### config.mk
export PLATFORM = sky130hd
export DESIGN_NAME = sum_pipe_seg
export DESIGN_NICKNAME = d
export VERILOG_FILES = /design/src/rtl/sum_pipe_pkg.sv /design/src/rtl/sum_seg_stage.sv /design/src/rtl/sum_pipe_seg.sv
export SDC_FILE = /design/constraint.sdc
export NUM_CORES = 1
export LEC_CHECK = 0
export BUFFER_PORTS_ARGS = -buffer_cell sky130_fd_sc_hd__buf_2
export CORE_MARGIN = 2
export CORE_UTILIZATION = 38
export DETAILED_ROUTE_END_ITERATION = 7
export MAX_ROUTING_LAYER = met4
export PLACE_DENSITY = 0.63
export SYNTH_ARGS = -nofsm -noshare
export SYNTH_HDL_FRONTEND = slang
export SYNTH_SLANG_ARGS = --single-unit
### constraint.sdc
create_clock -name clk -period 3.8 [get_ports clk]
set_input_delay 0.38 -clock clk [delete_from_list [all_inputs] [get_ports clk]]
set_output_delay 0.38 -clock clk [all_outputs]
set_load 0.02 [all_outputs]
### src/rtl/sum_pipe_pkg.sv
// Shared defaults and the segment-count helper for the segmented pipelined adder.
`default_nettype none

package sum_pipe_pkg;

  localparam int WIDTH_DEF = 8;
  localparam int SEG_W_DEF = 2;
  localparam int IDX_W_DEF = 4;

  // Returns 0 for an illegal split so callers can reject it at elaboration.
  function automatic int nseg(input int width, input int seg_w);
    if (seg_w <= 0 || width <= 0 || (width % seg_w) != 0) return 0;
    return width / seg_w;
  endfunction

  localparam int NSEG_DEF = nseg(WIDTH_DEF, SEG_W_DEF);
  localparam bit DEF_CFG_OK = (NSEG_DEF >= 1);

endpackage

`default_nettype wire

### src/rtl/sum_seg_stage.sv
// One pipeline stage: adds segment K of the skewed operands plus the registered carry.
`default_nettype none

module sum_seg_stage
  import sum_pipe_pkg::*;
#(
  parameter int WIDTH = WIDTH_DEF,
  parameter int SEG_W = SEG_W_DEF,
  parameter int IDX_W = IDX_W_DEF,
  parameter int K     = 0
) (
  input  logic             clk,
  input  logic             reset_L,
  input  logic             adv,
  input  logic             prev_valid,
  input  logic [IDX_W-1:0] prev_idx,
  input  logic [WIDTH-1:0] prev_a,
  input  logic [WIDTH-1:0] prev_b,
  input  logic [WIDTH-1:0] prev_sum,
  input  logic             prev_carry,
  output logic             valid,
  output logic [IDX_W-1:0] idx,
  output logic [WIDTH-1:0] a,
  output logic [WIDTH-1:0] b,
  output logic [WIDTH-1:0] sum,
  output logic             carry
);

  localparam int LO = K * SEG_W;

  logic [SEG_W:0]   seg_sum;
  logic [WIDTH-1:0] next_sum;

  always_comb begin
    seg_sum  = {1'b0, prev_a[LO +: SEG_W]} + {1'b0, prev_b[LO +: SEG_W]}
             + {{SEG_W{1'b0}}, prev_carry};
    next_sum = prev_sum;
    next_sum[LO +: SEG_W] = seg_sum[SEG_W-1:0];
  end

  // Every flop, including valid, moves only when the whole pipe advances.
  always_ff @(posedge clk or negedge reset_L) begin
    if (!reset_L) begin
      valid <= 1'b0;
      idx   <= '0;
      a     <= '0;
      b     <= '0;
      sum   <= '0;
      carry <= 1'b0;
    end else if (adv) begin
      valid <= prev_valid;
      idx   <= prev_idx;
      a     <= prev_a;
      b     <= prev_b;
      sum   <= next_sum;
      carry <= seg_sum[SEG_W];
    end
  end

endmodule

`default_nettype wire

### src/rtl/sum_pipe_seg.sv
// Segmented pipelined adder with tag and ready/valid; SUM_PIPE_OVF_EN adds the carry_out port.
`default_nettype none

module sum_pipe_seg
  import sum_pipe_pkg::*;
#(
  parameter int WIDTH = WIDTH_DEF,
  parameter int SEG_W = SEG_W_DEF,
  parameter int IDX_W = IDX_W_DEF
) (
  input  logic             clk,
  input  logic             reset_L,
  input  logic             in_valid,
  output logic             in_ready,
  input  logic [IDX_W-1:0] idx,
  input  logic [WIDTH-1:0] dataA,
  input  logic [WIDTH-1:0] dataB,
  output logic             out_valid,
  input  logic             out_ready,
  output logic [IDX_W-1:0] idx_out,
  output logic [WIDTH-1:0] sum_out
`ifdef SUM_PIPE_OVF_EN
  ,
  output logic             carry_out
`endif
);

  localparam int NSEG = nseg(WIDTH, SEG_W);

  if (NSEG < 1) begin : g_cfg_err
    $error("sum_pipe_seg: WIDTH must be a positive multiple of SEG_W");
  end

  logic             adv;
  logic [NSEG:0]    v_ch;
  logic [NSEG:0]    c_ch;
  logic [IDX_W-1:0] idx_ch [NSEG+1];
  logic [WIDTH-1:0] a_ch   [NSEG+1];
  logic [WIDTH-1:0] b_ch   [NSEG+1];
  logic [WIDTH-1:0] sum_ch [NSEG+1];

  assign adv      = out_ready | ~out_valid;
  assign in_ready = adv;

  assign v_ch[0]   = in_valid;
  assign c_ch[0]   = 1'b0;
  assign idx_ch[0] = idx;
  assign a_ch[0]   = dataA;
  assign b_ch[0]   = dataB;
  assign sum_ch[0] = '0;

  for (genvar k = 0; k < NSEG; k++) begin : g_stage
    sum_seg_stage #(
      .WIDTH (WIDTH),
      .SEG_W (SEG_W),
      .IDX_W (IDX_W),
      .K     (k)
    ) u_stage (
      .clk        (clk),
      .reset_L    (reset_L),
      .adv        (adv),
      .prev_valid (v_ch[k]),
      .prev_idx   (idx_ch[k]),
      .prev_a     (a_ch[k]),
      .prev_b     (b_ch[k]),
      .prev_sum   (sum_ch[k]),
      .prev_carry (c_ch[k]),
      .valid      (v_ch[k+1]),
      .idx        (idx_ch[k+1]),
      .a          (a_ch[k+1]),
      .b          (b_ch[k+1]),
      .sum        (sum_ch[k+1]),
      .carry      (c_ch[k+1])
    );
  end

  assign out_valid = v_ch[NSEG];
  assign idx_out   = idx_ch[NSEG];
  assign sum_out   = sum_ch[NSEG];

  // Operands leaving the last stage have no consumer.
  logic unused_tail;
`ifdef SUM_PIPE_OVF_EN
  assign carry_out   = c_ch[NSEG];
  assign unused_tail = ^{a_ch[NSEG], b_ch[NSEG]};
`else
  assign unused_tail = ^{a_ch[NSEG], b_ch[NSEG], c_ch[NSEG]};
`endif

endmodule

`default_nettype wire
## Word-level counts from Yosys, hierarchy flattened

Index checks and enable logic that the tools add are counted.

| operators by class | value |
|---|---|
| bitwise logic cells | 2 |
| $add $sub $neg | 7 |

Operators with widths:

| kind | number |
|---|---|
| 2-bit by 2-bit adder with 3-bit output | 3 |
| 3-bit by 1-bit adder with 3-bit output | 2 |
| 2-bit by 1-bit adder with 2-bit output | 1 |
| 2-bit adder | 1 |
| 1-bit inverter | 1 |
| 1-bit OR | 1 |

| word-level totals | value |
|---|---|
| output and inout bits | 14 |
| input port bits | 24 |
| bits in registers | 91 |
| logic and storage cells | 30 |

## Depth between registers and ports, before layout

Gate-level depths: netlist of run 1.

| logic depth | value |
|---|---|
| word-level depth | 2 |
| gate-level depth with buffers | 5 |
| mapped depth without buffers | 4 |

## Modules after synthesis

From an unflattened synthesis of run 1, not the netlist that was laid out.

| unflattened totals | value |
|---|---|
| cell total of the unflattened synthesis | 294 |
| area, all modules | 4957.3 µm² |

By module, submodules not included:

| module | instances | area each (µm²) | seq. area each (µm²) | cells each |
|---|---|---|---|---|
| sum_seg_stage (g_stage[0].u_stage ...) | 2 | 1290.0 | 750.7 | 73 |
| sum_seg_stage (g_stage[2].u_stage ...) | 2 | 1183.6 | 750.7 | 73 |
| sum_pipe_seg | 1 | 10.0 | 0.0 | 2 |

## Least setup slack after synthesis of run 1

Ideal clock, no wire load.

| path | value |
|---|---|
| kind | register to register |
| from | register g_stage[2].u_stage.a[6] |
| to | register g_stage[3].u_stage.sum[7] |
| setup time | 125 ps |
| slack | 2314 ps |
| stages on the path, launching flop included | 5 |
| arrival | 1361 ps |
| period minus slack after synthesis | 1486 ps |
| cells stage by stage | dfrtp_1 inv_1 fa_1 xnor3_1 mux2_2 |

| between the ends | value |
|---|---|
| cells in the longest elaborated chain, start to end | 2 |

Ends and longest elaborated chain:

| element | line | text |
|---|---|---|
| start, declared | sum_seg_stage.sv:23 | `output logic [WIDTH-1:0] a,` |
| start signal, assigned | sum_seg_stage.sv:53 | `a <= prev_a;` |
| 2-bit adder | sum_seg_stage.sv:35 | `seg_sum = {1'b0, prev_a[LO +: SEG_W]} + {1'b0, prev_b[LO +: SEG_W]}` |
| 2-bit by 1-bit adder with 2-bit output | sum_seg_stage.sv:36 | `+ {{SEG_W{1'b0}}, prev_carry};` |
| end signal, assigned | sum_seg_stage.sv:55 | `sum <= next_sum;` |
| end, declared | sum_seg_stage.sv:25 | `output logic [WIDTH-1:0] sum,` |

No other way between the ends.
A chain may end at the register's enable or synchronous reset.

## Worst setup path in the final report of run 1

| path | value |
|---|---|
| from | register g_stage[3].u_stage.valid |
| to | output port in_ready |

| between the ends | value |
|---|---|
| cells in the longest elaborated chain, start to end | 2 |

Ends and longest elaborated chain:

| element | line | text |
|---|---|---|
| start, declared | sum_seg_stage.sv:21 | `output logic valid,` |
| start signal, assigned | sum_seg_stage.sv:51 | `valid <= prev_valid;` |
| 1-bit inverter | sum_pipe_seg.sv:42 | `assign adv = out_ready \| ~out_valid;` |
| 1-bit OR | sum_pipe_seg.sv:42 |  |
| end, declared | sum_pipe_seg.sv:14 | `output logic in_ready,` |

No other way between the ends.

==> results of run 1 <==
==> report_power, final <==
group / internal, mW / switching (mW)
Combinational: 0.467 / 0.360
Clock: 0.270 / 0.252
Sequential: 1.02 / 0.148
==> kinds of logic (layout without fill, tap and decap cells) <==
logic type,Yosys count,count (layout),share of synthesized area
buffers and inverters,24,71,0.0490
multiplexers,60,60,0.256
XOR/XNOR,1,1,0.00816
flip-flops,67,67,0.607
adder cells (fa/ha/maj),7,7,0.0481
AND/OR/NAND/NOR,8,8,0.0209
AO/OA/AOI/OAI,6,6,0.0109
==> Yosys cell counts <==
master	n
dfrtp_1	67
mux2i_1	3
fa_1	6
nor3b_1	6
buf_8	1
buf_4	5
nand2b_1	2
inv_1	16
mux2_4	9
ha_1	1
a21oi_1	6
mux2_2	48
xnor3_1	1
buf_6	2
==> how the worst min path moves through the flow <==
stage | startpoint | end | depth (start not counted)
4_1_cts | reset_L | g_stage[0].u_stage.idx[2]$_DFFE_PN0P_ | 1
3_3_place_gp | g_stage[2].u_stage.valid$_DFFE_PN0P_ | g_stage[3].u_stage.valid$_DFFE_PN0P_ | 1
2_1_floorplan | reset_L | g_stage[0].u_stage.a[2]$_DFFE_PN0P_ | 0
6_report | reset_L | g_stage[3].u_stage.sum[4]$_DFFE_PN0P_ | 1
5_1_grt | reset_L | g_stage[3].u_stage.idx[1]$_DFFE_PN0P_ | 1
3_5_place_dp | g_stage[2].u_stage.valid$_DFFE_PN0P_ | g_stage[3].u_stage.valid$_DFFE_PN0P_ | 1
==> critical path, cell delays in order (launching register included) <==
cell	delay (ps)
dfrtp_1	470
nand2b_4	710
buf_2	300
==> layout make-up <==
class	count	area, um^2
Fill cell	693	3940
Multi-Input combinational cell	82	956
Sequential cell	67	1680
Clock buffer	12	155
Timing Repair Buffer	39	200
Inverter	16	60.1
Clock inverter	4	25.0
Tap cell	99	124
==> registers in the layout, summed over array words and instances, names as in the netlist <==
name / count
g_stage.u_stage.idx: 16
g_stage.u_stage.valid: 4
g_stage.u_stage.a: 12
g_stage.u_stage.sum: 20
g_stage.u_stage.carry: 3
g_stage.u_stage.b: 12
==> through the flow <==
step	std cells	power (mW)	utilization	setup slack [ps]	instance area (um^2)
CTS	319	2.57	0.448	1550	3200
global placement	303	2.01	0.423	1820	3020
finish	319	2.52	0.448	1600	3200
global route	319	2.72	0.448	1450	3200
detailed placement	303	2.03	0.423	1800	3020
floorplan	173	1.84	-	2310	2760
==> routing by layer <==
metal  vias to the layer above  part of all wire  wire [um]
li1                        666                 -          -
met1                       706              0.49       1900
met2                        35              0.43       1640
met3                        11             0.056        217
met4                         0             0.026        102
met5                         -                 0          0
==> placed cells by master (no fill, tap or decap), types with 3 or more instances in the layout <==
cell type  instances
mux2_4             9
nor3b_1            6
mux2i_1            3
clkbuf_8          11
buf_2             37
inv_1             16
dfrtp_1           67
fa_1               6
a21oi_1            6
mux2_2            48
==> metrics.cfg, run 1 <==
[critical_path]
worstSetupPathType=register to primary output
rr_endpoint=g_stage[2].u_stage.a[7]$_DFFE_PN0P_
reg2reg_depth=2
timing.rr.start=g_stage[3].u_stage.valid$_DFFE_PN0P_
cp-endpoint=in_ready
path_max_fanout=68
crit_arrival_ps=1820
cp-startpoint=g_stage[3].u_stage.valid$_DFFE_PN0P_
required_ps=3420
r2r_slack_ps=2070
cp-end-kind=primary output
crit_path_start_kind=register

[synth]
ys_seq_elements=67
syn_avg_cell_area_um2=16.0
yosysTopAreaCellShare=0.607
yosys.area.top_type=dfrtp_1
ys_seq_area_frac=0.607
yosysUniqueCellTypes=14
netlist_instances=173
synthTopCellsByArea=dfrtp_1, mux2_2, mux2_4
netlist_area_um2=2760
ys_warn_count=0
syn-num-nets=204

[finish]
area_growth_pct=15.8
drive_above_1_share=0.509
fin_nets=246
diodes=0

[global_routing]
gr-usage-all-layers=0.118
grtUsageMet3=0.0462
grt_pass1_wl_mm=6.68
met2_usage=0.161
globalRouteMet1Util=0.149
grt.overflow.total=0
grt_pass1_vias=1465
grt_max_degree=69
antenna_found_initial=0
grt_most_used_layer=met2

[clocking]
clk_latency_ps=330
cts.clk_slew.worst_paths_ps=70
cts_resized=0
cts_max_path_buffers=2
htreeDepth=3
cts_setup_buffers=0
cts_inserted_buffers=9
cts_hold_buf=0
cts.sinks=67
root_buffer=clkbuf_8
tritoncts=yes

[detailed_routing]
dr.pass1.iters=4
wl_mm=3.86
drtIter0Drc=43
drc=0
vias_per_cell=4.45
wire_per_inst_um=12.1
antenna_left=0
num_vias=1418

[power_and_ir_drop]
p_per_area_nw_per_um2=787
irDropWorstVdd_v=0.000203
p_leak_nw=1.48

[timing]
finClkSkew_ps=3.98
fin_setup_tns_ps=0
rsz0062_at_grt=false
setup_viol=0
period_share=0.580
period_minus_slack_ps=2200
hold_ws_ps=110
max_slew_margin=0.400
hold_violations=0
slew_viol_final=0
worst_slew_pin_slew_ps=900
fmax_ghz=0.454

[run_status]
status=completed

[floorplanning]
dieArea_um2=7960
fp.dieW_um=89.2
die_y_um=89.2
core_um2=7140
pin_count=38
rows=31
initial_core_util=0.387

[placed_design]
dpl.hpwl_mm=2.54
io_buffers=37
gp_congestion=0.764

[job]
maxCapViolCount=0

[hold_path]
hold_class=input pin to async pin

Power figures use the tool's default switching activity.
==> run 2, diff against run 1 <==
--- a/config.mk
+++ b/config.mk
@@ -5,6 +5,7 @@
 export SDC_FILE = /design/constraint.sdc
 export NUM_CORES = 1
 export LEC_CHECK = 0
+export ABC_AREA = 1
 export BUFFER_PORTS_ARGS = -buffer_cell sky130_fd_sc_hd__buf_2
 export CORE_MARGIN = 2
 export CORE_UTILIZATION = 38
==> constraint.sdc (replaced) <==
create_clock -name clk -period 2.2 [get_ports clk]
set_input_delay 0.22 -clock clk [delete_from_list [all_inputs] [get_ports clk]]
set_output_delay 0.22 -clock clk [all_outputs]
set_load 0.02 [all_outputs]
==> metrics.cfg, run 2 <==
[synth]
synthArstFlopShare=1.00
syn_avg_cell_area_um2=9.43
yosysMostFrequentCell=nand2_1
netlist_area_um2=2720
yosys.area.top_type=dfrtp_1
ys.flop_type=dfrtp_1
synth_edf_count=0
ys_warn_count=0
yosys-top-cells-count=nand2_1, dfrtp_1, o21ai_0
ys_seq_area_frac=0.616
yosysUniqueCellTypes=15
ys_seq_elements=67
netlist_instances=289
yosysTopAreaCellShare=0.616
synthTopCellsByArea=dfrtp_1, nand2_1, o21ai_0
syn-num-nets=320

[timing]
period_minus_slack_ps=1520
period_share=0.689
setup_viol=0
worst_slew_pin_slew_ps=622
rsz0062_at_grt=false
finClkSkew_ps=6.11
fmax_ghz=0.660
hold_violations=0
fin_setup_tns_ps=0
slew_viol_final=0
max_slew_margin=0.585

[critical_path]
timing.rr.start=g_stage[1].u_stage.a[4]$_DFFE_PN0P_
reg2reg_depth=4
crit_arrival_ps=1720
worstSetupPathType=register to register
rr_endpoint=g_stage[2].u_stage.sum[5]$_DFFE_PN0P_
r2r_slack_ps=680
crit_path_start_kind=register
cp-end-kind=register
required_ps=2400
path_max_fanout=2

[clocking]
cts_max_path_buffers=2
cts_inserted_buffers=9
cts.sinks=67
cts_hold_buf=1
htreeDepth=3
clk_latency_ps=340
tritoncts=yes
root_buffer=clkbuf_8
cts_resized=0
cts_setup_buffers=0
cts.clk_slew.worst_paths_ps=70

[detailed_routing]
dr.pass1.iters=4
antenna_left=0
drc=0
drtIter0Drc=95
num_vias=1859
wl_mm=4.58
vias_per_cell=4.34
wire_per_inst_um=10.7

[floorplanning]
rows=30
initial_core_util=0.397
die_y_um=88.7
fp.dieW_um=88.7
core_um2=6870
pin_count=38
dieArea_um2=7860

[power_and_ir_drop]
p_per_area_nw_per_um2=1360
clockPowerShare=0.249
swShare=0.348
power_switching_mw=1.51
p_leak_nw=1.69
irDropWorstVdd_v=0.000372
p_comb_frac=0.294
p_seq_frac=0.457
p_int_mw=2.83

[global_routing]
grt_pass1_vias=1841
grt.overflow.total=0
gr-usage-all-layers=0.141
antenna_found_initial=0
grt_pass1_wl_mm=8.18
grt_max_degree=67

[finish]
largest_reg_flops=20
mostFrequentLayoutCells=nand2_1, dfrtp_1, buf_2
reg.largest.list=g_stage.u_stage.sum: 20 flops, g_stage.u_stage.idx: 16 flops
drive_above_1_share=0.172
area_growth_pct=17.1
finalInstanceArea_um2=3190
diodes=0
final_common_cell=nand2_1
fin_nets=358
regMostFlops=g_stage.u_stage.sum
fillers=676

[job]
maxCapViolCount=0

[hold_path]
whs_path_depth=3
hold_path_end=g_stage[0].u_stage.idx[3]$_DFFE_PN0P_
hold_start=idx[3]
hold_class=input pin to register

[placed_design]
dpl_cell_area_um2=2970
gp_congestion=0.738
io_buffers=37
dpl.hpwl_mm=2.88

[run_status]
status=completed

run 2: cell types whose count changed after synthesis, sizes merged, moves of 4 or more:
cell / before / now
a21oi: 6 / 0
buf: 8 / 12
inv: 16 / 31
mux2: 57 / 0
nand2: 0 / 130
nor3b: 6 / 0
o21ai: 0 / 36
run 2: cell families (layout without fill, tap and decap cells):
group | Yosys count | after routing | share of synthesized area
simple gates | 134 | 134 | 0.189
flops | 67 | 67 | 0.616
fa+ha+maj | 7 | 7 | 0.0487
buf+inv | 45 | 88 | 0.0808
compound gates | 36 | 36 | 0.0661
run 2: area by class of cell:
| cell class | instances | area (um^2) | area share |
|---|---|---|---|
| Clock inverter | 6 | 80.1 | 0.0251 |
| Sequential cell | 67 | 1680 | 0.525 |
| Inverter | 31 | 116 | 0.0365 |
| Multi-Input combinational cell | 177 | 827 | 0.259 |
| Timing Repair Buffer | 41 | 243 | 0.0761 |
| Tap cell | 96 | 120 | 0.0376 |
| Clock buffer | 10 | 128 | 0.0400 |
run 2: critical path: stages (launching register included):
cell	delay (ps)
dfrtp_1	350
inv_1	60
fa_1	420
fa_1	480
o21ai_0	70
run 2: how the worst max path moves through the flow:
stage,cells after the start,endpoint,startpoint
final,4,g_stage[2].u_stage.sum[5]$_DFFE_PN0P_,g_stage[1].u_stage.a[4]$_DFFE_PN0P_
after global routing,4,in_ready,g_stage[3].u_stage.valid$_DFFE_PN0P_
after CTS,4,in_ready,g_stage[3].u_stage.valid$_DFFE_PN0P_
after detailed placement,4,g_stage[2].u_stage.sum[5]$_DFFE_PN0P_,g_stage[1].u_stage.a[4]$_DFFE_PN0P_
after global placement,4,g_stage[2].u_stage.sum[5]$_DFFE_PN0P_,g_stage[1].u_stage.a[4]$_DFFE_PN0P_
after floorplan,4,g_stage[2].u_stage.sum[5]$_DFFE_PN0P_,g_stage[1].u_stage.a[4]$_DFFE_PN0P_
run 2: layer usage:
metal / up-vias / GRT usage / part of all wire
met3: 7 / 0.0494 / 0.051
met4: 0 / 0.0620 / 0.018
met1: 865 / 0.175 / 0.50
met2: 37 / 0.209 / 0.43
met5: - / - / 0
li1: 950 / - / -
run 2: power by group through the flow:
| stage | Sequential, mW | Clock, mW | Combinational [mW] |
|---|---|---|---|
| 2_1_floorplan | 2.11 | 0 | 0.858 |
| 3_3_place_gp | 1.99 | 0 | 1.28 |
| 3_5_place_dp | 2.01 | 0 | 1.31 |
| 4_1_cts | 1.99 | 1.10 | 1.32 |
| 5_1_grt | 2.06 | 1.17 | 1.51 |
| 6_report | 1.98 | 1.08 | 1.28 |
run 2: stage by stage:
stage | total power [mW] | setup slack [ps] | utilization | instances | hold WS [ps]
detailed placement | 3.32 | 684 | 0.433 | 411 | 275
CTS | 4.41 | 648 | 0.464 | 428 | 67.7
global route | 4.73 | 598 | 0.464 | 428 | 93.3
floorplan | 2.97 | 739 | - | 289 | -75.6
finish | 4.34 | 684 | 0.464 | 428 | 75.1
global placement | 3.27 | 697 | 0.433 | 411 | 276
==> run 3, diff against run 2 <==
==> constraint.sdc (replaced) <==
create_clock -name clk -period 1.4 [get_ports clk]
set_input_delay 0.14 -clock clk [delete_from_list [all_inputs] [get_ports clk]]
set_output_delay 0.14 -clock clk [all_outputs]
set_load 0.02 [all_outputs]
==> metrics.cfg, run 3 (synthesis gave the netlist of run 2 again) <==
[detailed_routing]
drtIter0Drc=80
dr.pass1.iters=4
antenna_left=0
num_vias=1895
vias_per_cell=4.35
wl_mm=4.67
wire_per_inst_um=10.7
drc=0

[clocking]
tritoncts=yes
cts_max_path_buffers=2
cts.sinks=67
htreeDepth=3
clk_latency_ps=330
cts_inserted_buffers=9
cts.clk_slew.worst_paths_ps=70
root_buffer=clkbuf_8

[critical_path]
path_max_fanout=2
r2r_slack_ps=-80
required_ps=1610
slowest_delay_ps=500
crit_path_start_kind=register
cp-end-kind=register
path_cells=inv_2 > fa_2 > fa_1 > o21ai_1
worstSetupPathType=register to register
crit_path_top_delay_cell=fa_1
crit_arrival_ps=1690

[placed_design]
dpl.hpwl_mm=3.02
gp_congestion=0.716
io_buffers=37
dp_slack_ps=-91.4
post-place-cells=414

[finish]
final_common_cell=nand2_1
diodes=0
regMostFlops=g_stage.u_stage.sum
fin_nets=368
reg.largest.list=g_stage.u_stage.sum: 20 flops, g_stage.u_stage.idx: 16 flops
area_growth_pct=20.2
drive_above_1_share=0.191
largest_reg_flops=20
stdcell_count=436
mostFrequentLayoutCells=nand2_1, dfrtp_1, buf_2

[timing]
fmax_ghz=0.675
setup_viol=2
worst_slew_pin_slew_ps=450
finClkSkew_ps=7.33
slew_viol_final=0
rsz0062_at_grt=true
period_minus_slack_ps=1480
period_share=1.06
finalWorstSetupSlack_ps=-81.5
hold_violations=0
max_slew_margin=0.700

[floorplanning]
fp.dieW_um=88.7
die_y_um=88.7
core_um2=6870
rows=30
dieArea_um2=7860
initial_core_util=0.397
pin_count=38

[global_routing]
grt_pass1_wl_mm=8.29
antenna_found_initial=0
gr-usage-all-layers=0.143
grt_pass1_vias=1864
grt.overflow.total=0
grt_max_degree=42

[run_status]
violations=negative setup slack
status=finished, violations left

[power_and_ir_drop]
p_per_area_nw_per_um2=2070
p_total_mw=6.77
p_leak_nw=1.72
irDropWorstVdd_v=0.000568

[job]
maxCapViolCount=0

[hold_path]
hold_class=input pin to register

## run 3: cell type report
cell class | instances | area [um^2]
multi-input combinational | 177 | 832
tap | 96 | 120
clock buffer | 11 | 141
inverter | 31 | 119
sequential | 67 | 1680
clock inverter | 3 | 40.0
fill | 674 | 3590
timing repair buffer | 51 | 345
## run 3: worst paths after layout
kind	start	endpoint	cells past startpoint
worst max-delay path	g_stage[1].u_stage.carry$_DFFE_PN0P_	g_stage[2].u_stage.sum[5]$_DFFE_PN0P_	4
worst min-delay path	dataB[7]	g_stage[0].u_stage.b[7]$_DFFE_PN0P_	3
worst max register to register	g_stage[1].u_stage.carry$_DFFE_PN0P_	g_stage[2].u_stage.sum[5]$_DFFE_PN0P_	4
worst min register to register	g_stage[2].u_stage.valid$_DFFE_PN0P_	g_stage[3].u_stage.valid$_DFFE_PN0P_	2
max in group asynchronous	reset_L	g_stage[2].u_stage.valid$_DFFE_PN0P_	3
min in group asynchronous	reset_L	g_stage[1].u_stage.a[4]$_DFFE_PN0P_	2
## run 3: critical path: cells and delay by family (launching register included)
family / cells / cell delay, ps
fa+ha+maj: 2 / 880
compound gates: 1 / 70
flops: 1 / 360
buf+inv: 1 / 50
## run 3: metal layers
metal	vias to the layer above	GRT usage	share of wire
met2	39	0.221	0.45
met4	0	0.0744	0.027
met5	-	-	0
met3	11	0.0336	0.040
li1	963	-	-
met1	882	0.174	0.48
## run 3: metrics by stage
stage | TNS (ps) | hold slack (ps) | utilization | cell area (um^2)
after floorplan | -12.5 | -156 | - | 2730
after global placement | -54.9 | 110 | 0.439 | 3010
after detailed placement | -124 | 112 | 0.439 | 3010
after CTS | -120 | 0.362 | 0.477 | 3270
after global routing | -337 | 3.88 | 0.477 | 3270
final | -121 | 8.98 | 0.477 | 3270
## run 3: what timing repair did
item	4_1_cts	5_1_grt
hold endpoints to repair	22	0
setup buffers	1	0
resized for setup	4	2
hold buffers	7	0
endpoints found under the setup margin	3	4
pin swaps	1	0
## run 3: power by group
group / switching, mW / internal (mW)
sequential: 0.379 / 2.75
combinational: 1.34 / 0.781
clock: 0.673 / 0.846
